[src/rtl/mc_rdata_pack.sv]
// Packs consecutive array read beats into R-channel words, one burst descriptor at a time,
// and buffers the packed words in a small FIFO that drives the AXI read data channel.
module mc_rdata_pack #(
    parameter int ARRAY_DATA_WIDTH = 64,
    parameter int AXI_DATA_WIDTH   = 256,
    parameter int CMD_DEPTH        = 2,
    parameter int DATA_DEPTH       = 4
) (
    input  logic                        clk,
    input  logic                        rst,
    input  logic                        cmd_valid,
    output logic                        cmd_ready,
    input  logic [7:0]                  cmd_len,
    input  logic                        array_rdata_vld,
    input  logic [ARRAY_DATA_WIDTH-1:0] array_rdata,
    output logic                        axi_s_rvalid,
    input  logic                        axi_s_rready,
    output logic                        axi_s_rlast,
    output logic [AXI_DATA_WIDTH-1:0]   axi_s_rdata,
    output logic                        rd_space,
    output logic                        pack_busy,
    output logic                        pack_err
);

    localparam int LANES = AXI_DATA_WIDTH / ARRAY_DATA_WIDTH;
    localparam int LW    = (LANES > 1) ? $clog2(LANES) : 1;
    localparam int CAW   = (CMD_DEPTH > 1) ? $clog2(CMD_DEPTH) : 1;
    localparam int DAW   = (DATA_DEPTH > 1) ? $clog2(DATA_DEPTH) : 1;

    typedef enum logic [0:0] {ST_IDLE = 1'b0, ST_PACK = 1'b1} state_e;

    state_e                    state_q, state_d;
    logic [LW-1:0]             lane_q, lane_d;
    logic [7:0]                wcnt_q, wcnt_d;
    logic [AXI_DATA_WIDTH-1:0] pack_q, pack_d;
    logic                      err_q, err_d;

    logic [7:0]                cmd_mem_q [CMD_DEPTH];
    logic [7:0]                cmd_mem_d [CMD_DEPTH];
    logic [CAW-1:0]            cmd_wr_idx_q, cmd_wr_idx_d, cmd_rd_idx_q, cmd_rd_idx_d;
    logic                      cmd_wr_wrap_q, cmd_wr_wrap_d, cmd_rd_wrap_q, cmd_rd_wrap_d;

    logic [AXI_DATA_WIDTH:0]   dat_mem_q [DATA_DEPTH];
    logic [AXI_DATA_WIDTH:0]   dat_mem_d [DATA_DEPTH];
    logic [DAW-1:0]            dat_wr_idx_q, dat_wr_idx_d, dat_rd_idx_q, dat_rd_idx_d;
    logic                      dat_wr_wrap_q, dat_wr_wrap_d, dat_rd_wrap_q, dat_rd_wrap_d;

    logic                      cmd_empty_s, cmd_full_s, cmd_push_s, cmd_pop_s, cmd_last_one_s;
    logic                      dat_empty_s, dat_full_s, dat_push_s, dat_pop_s;
    logic                      beat_acc_s, word_done_s, word_last_s;
    logic [CAW-1:0]            cmd_wr_idx_inc_s, cmd_rd_idx_inc_s;
    logic                      cmd_wr_wrap_inc_s, cmd_rd_wrap_inc_s;
    logic [DAW-1:0]            dat_wr_idx_inc_s, dat_rd_idx_inc_s;
    logic                      dat_wr_wrap_inc_s, dat_rd_wrap_inc_s;
    logic [AXI_DATA_WIDTH-1:0] word_s;
    logic [7:0]                head_len_s;
    int                        dcnt_s, free_s;

    // FIFO status and pointer successors; the wrap bit toggles each pass so full and empty stay distinct.
    always_comb begin
        cmd_empty_s       = (cmd_wr_idx_q == cmd_rd_idx_q) && (cmd_wr_wrap_q == cmd_rd_wrap_q);
        cmd_full_s        = (cmd_wr_idx_q == cmd_rd_idx_q) && (cmd_wr_wrap_q != cmd_rd_wrap_q);
        dat_empty_s       = (dat_wr_idx_q == dat_rd_idx_q) && (dat_wr_wrap_q == dat_rd_wrap_q);
        dat_full_s        = (dat_wr_idx_q == dat_rd_idx_q) && (dat_wr_wrap_q != dat_rd_wrap_q);
        cmd_wr_idx_inc_s  = (cmd_wr_idx_q == CAW'(CMD_DEPTH-1)) ? CAW'(0) : cmd_wr_idx_q + CAW'(1);
        cmd_wr_wrap_inc_s = cmd_wr_wrap_q ^ (cmd_wr_idx_q == CAW'(CMD_DEPTH-1));
        cmd_rd_idx_inc_s  = (cmd_rd_idx_q == CAW'(CMD_DEPTH-1)) ? CAW'(0) : cmd_rd_idx_q + CAW'(1);
        cmd_rd_wrap_inc_s = cmd_rd_wrap_q ^ (cmd_rd_idx_q == CAW'(CMD_DEPTH-1));
        dat_wr_idx_inc_s  = (dat_wr_idx_q == DAW'(DATA_DEPTH-1)) ? DAW'(0) : dat_wr_idx_q + DAW'(1);
        dat_wr_wrap_inc_s = dat_wr_wrap_q ^ (dat_wr_idx_q == DAW'(DATA_DEPTH-1));
        dat_rd_idx_inc_s  = (dat_rd_idx_q == DAW'(DATA_DEPTH-1)) ? DAW'(0) : dat_rd_idx_q + DAW'(1);
        dat_rd_wrap_inc_s = dat_rd_wrap_q ^ (dat_rd_idx_q == DAW'(DATA_DEPTH-1));
        cmd_last_one_s    = (cmd_rd_idx_inc_s == cmd_wr_idx_q) && (cmd_rd_wrap_inc_s == cmd_wr_wrap_q);
        dcnt_s            = (dat_wr_wrap_q == dat_rd_wrap_q)
                          ? (int'(dat_wr_idx_q) - int'(dat_rd_idx_q))
                          : (DATA_DEPTH - int'(dat_rd_idx_q) + int'(dat_wr_idx_q));
        free_s            = DATA_DEPTH - dcnt_s - int'(lane_q != LW'(0));
    end

    // Beat packing, burst bookkeeping, FIFO updates and the packer state.
    always_comb begin
        state_d       = state_q;
        lane_d        = lane_q;
        wcnt_d        = wcnt_q;
        pack_d        = pack_q;
        err_d         = err_q;
        cmd_mem_d     = cmd_mem_q;
        dat_mem_d     = dat_mem_q;
        cmd_wr_idx_d  = cmd_wr_idx_q;
        cmd_wr_wrap_d = cmd_wr_wrap_q;
        cmd_rd_idx_d  = cmd_rd_idx_q;
        cmd_rd_wrap_d = cmd_rd_wrap_q;
        dat_wr_idx_d  = dat_wr_idx_q;
        dat_wr_wrap_d = dat_wr_wrap_q;
        dat_rd_idx_d  = dat_rd_idx_q;
        dat_rd_wrap_d = dat_rd_wrap_q;

        head_len_s  = cmd_mem_q[cmd_rd_idx_q];
        cmd_push_s  = cmd_valid && !cmd_full_s && !rst;
        beat_acc_s  = array_rdata_vld && !cmd_empty_s;
        word_done_s = beat_acc_s && (lane_q == LW'(LANES-1));
        word_last_s = word_done_s && (wcnt_q == head_len_s);
        cmd_pop_s   = word_last_s;
        dat_pop_s   = !dat_empty_s && axi_s_rready;
        dat_push_s  = word_done_s && (!dat_full_s || dat_pop_s);

        word_s = pack_q;
        word_s[int'(lane_q)*ARRAY_DATA_WIDTH +: ARRAY_DATA_WIDTH] = array_rdata;

        if (beat_acc_s) begin
            lane_d = word_done_s ? LW'(0) : lane_q + LW'(1);
            pack_d = word_s;
        end else begin
            lane_d = lane_q;
        end

        if (word_done_s) begin
            wcnt_d = word_last_s ? 8'd0 : wcnt_q + 8'd1;
        end else begin
            wcnt_d = wcnt_q;
        end

        // Stray beats and words with nowhere to go are lost; the flag stays up until reset.
        if ((array_rdata_vld && cmd_empty_s) || (word_done_s && dat_full_s && !dat_pop_s)) begin
            err_d = 1'b1;
        end else begin
            err_d = err_q;
        end

        if (cmd_push_s) begin
            cmd_mem_d[cmd_wr_idx_q] = cmd_len;
            cmd_wr_idx_d            = cmd_wr_idx_inc_s;
            cmd_wr_wrap_d           = cmd_wr_wrap_inc_s;
        end else begin
            cmd_wr_idx_d = cmd_wr_idx_q;
        end

        if (cmd_pop_s) begin
            cmd_rd_idx_d  = cmd_rd_idx_inc_s;
            cmd_rd_wrap_d = cmd_rd_wrap_inc_s;
        end else begin
            cmd_rd_idx_d = cmd_rd_idx_q;
        end

        if (dat_push_s) begin
            dat_mem_d[dat_wr_idx_q] = {word_last_s, word_s};
            dat_wr_idx_d            = dat_wr_idx_inc_s;
            dat_wr_wrap_d           = dat_wr_wrap_inc_s;
        end else begin
            dat_wr_idx_d = dat_wr_idx_q;
        end

        if (dat_pop_s) begin
            dat_rd_idx_d  = dat_rd_idx_inc_s;
            dat_rd_wrap_d = dat_rd_wrap_inc_s;
        end else begin
            dat_rd_idx_d = dat_rd_idx_q;
        end

        case (state_q)
            ST_IDLE: begin
                if (cmd_push_s) begin
                    state_d = ST_PACK;
                end else begin
                    state_d = ST_IDLE;
                end
            end
            ST_PACK: begin
                if (cmd_pop_s && cmd_last_one_s && !cmd_push_s) begin
                    state_d = ST_IDLE;
                end else begin
                    state_d = ST_PACK;
                end
            end
            default: state_d = ST_IDLE;
        endcase
    end

    // State registers with synchronous reset; a reset drops every partial and queued item.
    always_ff @(posedge clk) begin
        if (rst) begin
            state_q       <= ST_IDLE;
            lane_q        <= '0;
            wcnt_q        <= 8'd0;
            pack_q        <= '0;
            err_q         <= 1'b0;
            cmd_wr_idx_q  <= '0;
            cmd_wr_wrap_q <= 1'b0;
            cmd_rd_idx_q  <= '0;
            cmd_rd_wrap_q <= 1'b0;
            dat_wr_idx_q  <= '0;
            dat_wr_wrap_q <= 1'b0;
            dat_rd_idx_q  <= '0;
            dat_rd_wrap_q <= 1'b0;
            for (int i = 0; i < CMD_DEPTH; i++) cmd_mem_q[i] <= 8'd0;
            for (int i = 0; i < DATA_DEPTH; i++) dat_mem_q[i] <= '0;
        end else begin
            state_q       <= state_d;
            lane_q        <= lane_d;
            wcnt_q        <= wcnt_d;
            pack_q        <= pack_d;
            err_q         <= err_d;
            cmd_wr_idx_q  <= cmd_wr_idx_d;
            cmd_wr_wrap_q <= cmd_wr_wrap_d;
            cmd_rd_idx_q  <= cmd_rd_idx_d;
            cmd_rd_wrap_q <= cmd_rd_wrap_d;
            dat_wr_idx_q  <= dat_wr_idx_d;
            dat_wr_wrap_q <= dat_wr_wrap_d;
            dat_rd_idx_q  <= dat_rd_idx_d;
            dat_rd_wrap_q <= dat_rd_wrap_d;
            cmd_mem_q     <= cmd_mem_d;
            dat_mem_q     <= dat_mem_d;
        end
    end

    // Outputs come straight from registered state; the head is forced to zero while the FIFO is empty.
    always_comb begin
        cmd_ready    = !cmd_full_s && !rst;
        axi_s_rvalid = !dat_empty_s;
        axi_s_rdata  = dat_empty_s ? '0 : dat_mem_q[dat_rd_idx_q][AXI_DATA_WIDTH-1:0];
        axi_s_rlast  = dat_empty_s ? 1'b0 : dat_mem_q[dat_rd_idx_q][AXI_DATA_WIDTH];
        rd_space     = (free_s >= 1);
        pack_busy    = (state_q == ST_PACK) || (lane_q != LW'(0)) || !dat_empty_s;
        pack_err     = err_q;
    end

endmodule

[config.mk]
export PLATFORM = sky130hd
export DESIGN_NAME = mc_rdata_pack
export DESIGN_NICKNAME = d
export VERILOG_FILES = /design/src/rtl/mc_rdata_pack.sv
export SDC_FILE = /design/constraint.sdc
export NUM_CORES = 2
export LEC_CHECK = 0
export ABC_CLOCK_PERIOD_IN_PS = 6010
export BUFFER_PORTS_ARGS = -buffer_cell sky130_fd_sc_hd__buf_2
export CAP_MARGIN = 20
export CORE_MARGIN = 2
export CORE_UTILIZATION = 55
export DETAILED_ROUTE_END_ITERATION = 10
export GPL_ROUTABILITY_DRIVEN = 0
export PLACE_DENSITY = 0.7
export SETUP_SLACK_MARGIN = 0.2
export SLEW_MARGIN = 25
export SYNTH_ARGS = -nofsm -noshare
export SYNTH_HDL_FRONTEND = slang
export SYNTH_SLANG_ARGS = --single-unit
[constraint.sdc]
create_clock -name clk -period 6.01 [get_ports clk]
set_input_delay 1.803 -clock clk [delete_from_list [all_inputs] [get_ports clk]]
set_output_delay 1.803 -clock clk [all_outputs]
set_load 0.005 [all_outputs]
==> flow_results.org <==
** Run status
- Run status :: completed

** Critical path
- Sort of element at the end of the critical path :: primary output
- At the worst endpoint, the arrival time is 3.89 ns.
- Kind of critical path :: reg -> out
- Along the worst path, the maximum fanout reaches 5.
- Worst stage delay on the critical path :: 0.44 ns
- Most prevalent standard cell on the critical path :: inv_1
- Critical path's slowest cell :: fa_1
- The signal on the critical path passes through inv_1 > ha_4 > inv_1 > fa_1 > mux2_2 > ha_1 > or3_1 > inv_1 > fa_1 > nor4b_1 > nand3b_1 > o22a_1 > buf_2.
- Worst reg2reg startpoint :: cmd_rd_idx_q
- Required time reported for the critical path endpoint :: 4.21 ns
- STA classifies the critical path startpoint as a flip-flop.
- The most critical setup path has its startpoint at dat_rd_idx_q[0].

** Pwr
- VDD IR max :: 0.204 mV
- Cell area power density :: 305 nW/um^2
- Leakage power summed over all cells :: 20.0 nW
- The design draws 18.8 mW.

** STA
- After layout, the worst path uses 94.7% of the clock period.
- The worst pin sits at a relative slew slack of 29.1%.
- The final count of pins violating max slew is 0.
- Setup total negative slack on the finished layout was measured at 0 ns.
- Setup slack on the critical path of the routed design comes to 0.320 ns.
- The clock arrives with 0.0222 ns of skew.
- Maximum operating frequency :: 176 MHz
- At the pin with the least slew margin, the transition time is 1.06 ns.
- Final setup fails :: 0
- Setup repair after global routing left no endpoint under its margin.
- The hold violation count in the final report is 0.
- Min Clock Period, post-route :: 5.69 ns

** Cells and area
- Total Nets Final :: 5712
- Cells with a size suffix above 1 make up 16.0% of the layout.
- Layout filler cell count :: 8233
- Most used cells in the layout excluding fill and tap cells :: dfxtp_1 (1320), nor2_1 (1311), a211oi_1 (1280)
- Synthesis-to-finish area growth :: 12.1%
- Commonest non-fill, non-tap cell in the layout :: dfxtp_1

** Routing
- Detailed-router iteration count before antenna repair :: 6
- In the final routed layout, each cell accounts on average for 22.5 um.
- For this run, design rule violations remaining after detail routing come to 0.
- Remaining number of nets flagged by the antenna check after routing :: 0
- The final layout contains routed wiring with a total length of 158000 um.
- After the first detailed-routing iteration, the DRC count stood at 4028.
- Dividing the detail-routed via count by the number of cells gives 6.02.
- Via count of the routed design :: 42300

** Clock network
- TritonCTS built the clock tree.
- Clock latency on the worst-skew pair :: 0.75 ns
- The tree is rooted in a clkbuf_16.
- Counting along the longest clock path gives a buffer depth of 3.
- Clock transition at the registers of the reported paths :: 0.06 ns
- Sink Count :: 1322
- H-Tree Depth :: 4
- The number of hold buffers added after CTS was 0.
- After clock tree synthesis, the setup repair step added 0 buffers.
- Total clock buffers created by CTS :: 141

** Worst hold path
- Classification of the worst-slack hold path :: reg -> reg
- The worst hold path begins at dat_mem_q[770].

** Global route
- Pin count of the biggest net entering global routing :: 238
- Grt total ovfl :: 0
- First-pass GRT wire length :: 242000 um
- Global routing used 30.5% of the available tracks.
- The initial antenna violation count is 23.
- The via count of the first global-routing pass is 39900.

** Synth
- After synthesis the cells add up to 54900 um^2.
- Number of synthesis warnings :: 0
- In the synthesized netlist the async set-or-reset flop fraction comes to 0%.
- Counting flops and latches in the post-synthesis netlist gives 1322.
- Counting every instance in the synthesized netlist gives 5649.
- Number of enable flip-flop cells after synthesis :: 0
- Nets in the synthesized netlist :: 5749
- Avg Inst Size Synth :: 9.73 um^2
- For this run, the leading register cell type out of synthesis is dfxtp_1.
- Share of synthesized area occupied by flip-flops and latches :: 48.2%
- Synthesis instantiated 49 different standard cells from the library.

** Placement
- Sum of net half-perimeters after detailed placement :: 91800 um
- Pre-CTS setup slack :: 1.02 ns
- Number of port buffers :: 338

** Floorplan
- The floorplan step defined a core boundary enclosing 98700 um^2.
- Chip Width :: 320 um
- For this configuration, the core starts out at a cell density of 55.7%.
- The floorplan step defined a die boundary enclosing 102000 um^2.
- In this run the vertical extent of the chip is 320 um.
- After floorplanning, the core was divided into 115 placement rows.
- Num ports :: 339

** Run
- Max-cap violations :: 0
==> worst max-delay path: cells and delay by family, from the launching register on <==
| kind | cells | cell delay [ns] |
|---|---|---|
| adder cells (fa/ha/maj) | 4 | 1.33 |
| AO/OA/AOI/OAI | 1 | 0.17 |
| buffers and inverters | 4 | 0.34 |
| flip-flops | 1 | 0.39 |
| multiplexers | 1 | 0.27 |
| AND/OR/NAND/NOR | 3 | 0.64 |
==> cells by family (layout without fill, tap and decap cells) <==
| kind of cell | after synthesis | count (layout) | share of synthesized area, % |
|---|---|---|---|
| DFF | 1322 | 1322 | 48.2 |
| other | 0 | 15 | 0 |
| and+or+nand+nor | 1834 | 1834 | 14.9 |
| AOI/OAI and AO/OA | 1573 | 1573 | 20.5 |
| muxes | 283 | 283 | 11.0 |
| xor gates and xnor gates | 18 | 18 | 0.287 |
| adders and majority gates | 23 | 23 | 0.565 |
| buffers and inverters | 596 | 674 | 4.58 |
==> Yosys cell counts (3+ instances only) <==
master       n  area share (%)
a211oi_1  1280              17
a21oi_1    209             1.9
a22oi_1     65            0.89
and2_1     261             3.0
buf_1       37            0.25
buf_2      149             1.4
buf_4       25            0.34
clkbuf_1   369             2.5
dfxtp_1   1322              48
fa_1         3            0.11
ha_1        20            0.46
inv_1       15            0.10
mux2i_1     24            0.44
mux4_2     257              11
nand2_1     22            0.15
nand3_1      8           0.073
nand3b_1     4           0.055
nor2_1    1311             9.0
nor2b_1    195             2.2
nor3_1       7           0.064
nor3b_1      8            0.11
o21ai_0      4           0.036
o22ai_1      5           0.057
xnor2_1     12            0.19
xor2_1       6           0.096
==> final cells by class <==
class	instances	area [um^2]	area share, %
Clock inverter	47	475	0.772
Timing Repair Buffer	400	2530	4.10
Tap cell	1287	1610	2.61
Inverter	16	60.1	0.0975
Antenna cell	15	37.5	0.0609
Multi-Input combinational cell	3731	26100	42.3
Clock buffer	211	4350	7.06
Sequential cell	1322	26500	43.0
==> metrics by stage <==
stage / util (%) / std cells / area [um^2] / hold slack [ns]
2_1_floorplan: - / 5649 / 54900 / 0.443
3_3_place_gp: 57.4 / 6754 / 56700 / 0.460
3_5_place_dp: 57.4 / 6754 / 56700 / 0.462
4_1_cts: 62.3 / 7012 / 61500 / 0.471
5_1_grt: 62.4 / 7017 / 61600 / 0.495
6_report: 62.4 / 7029 / 61600 / 0.476
==> registers in the layout, indices dropped and copies added (netlist names) <==
name	cells
cmd_mem_q	16
cmd_rd_idx_q	1
cmd_rd_wrap_q	1
cmd_wr_idx_q	1
cmd_wr_wrap_q	1
dat_mem_q	1028
dat_rd_idx_q	2
dat_rd_wrap_q	1
dat_wr_idx_q	2
dat_wr_wrap_q	1
lane_q	2
pack_err	1
pack_q	256
state_q	1
wcnt_q	8
==> path summary, 6_finish.rpt <==
check | endpoint | slack [ns] | cells past startpoint
worst max-delay path | rd_space | 0.32 | 13
worst min-delay path | dat_mem_q[770] | 0.48 | 2
worst max register to register | dat_mem_q[243] | 2.31 | 7
worst min register to register | dat_mem_q[770] | 0.48 | 2
==> what timing repair did <==
item	4_1_cts	5_1_grt
pin swaps	1	0
endpoints found under the setup margin	1	1
resized for setup	0	1
==> power breakdown <==
part           total, mW  switching [mW]  internal [mW]
Combinational      0.949           0.719          0.230
Clock               8.94            3.59           5.35
Sequential          8.92          0.0493           8.87
Total               18.8            4.36           14.5
==> metal layers <==
metal / vias to the layer above / routed length, um / GRT usage (%)
li1: 20500 / - / -
met1: 20200 / 68000 / 41.4
met2: 1381 / 72400 / 47.8
met3: 234 / 12300 / 6.28
met4: 4 / 5330 / 12.1
met5: - / 27 / 0
Note: power is estimated with default switching activity, not from simulation.
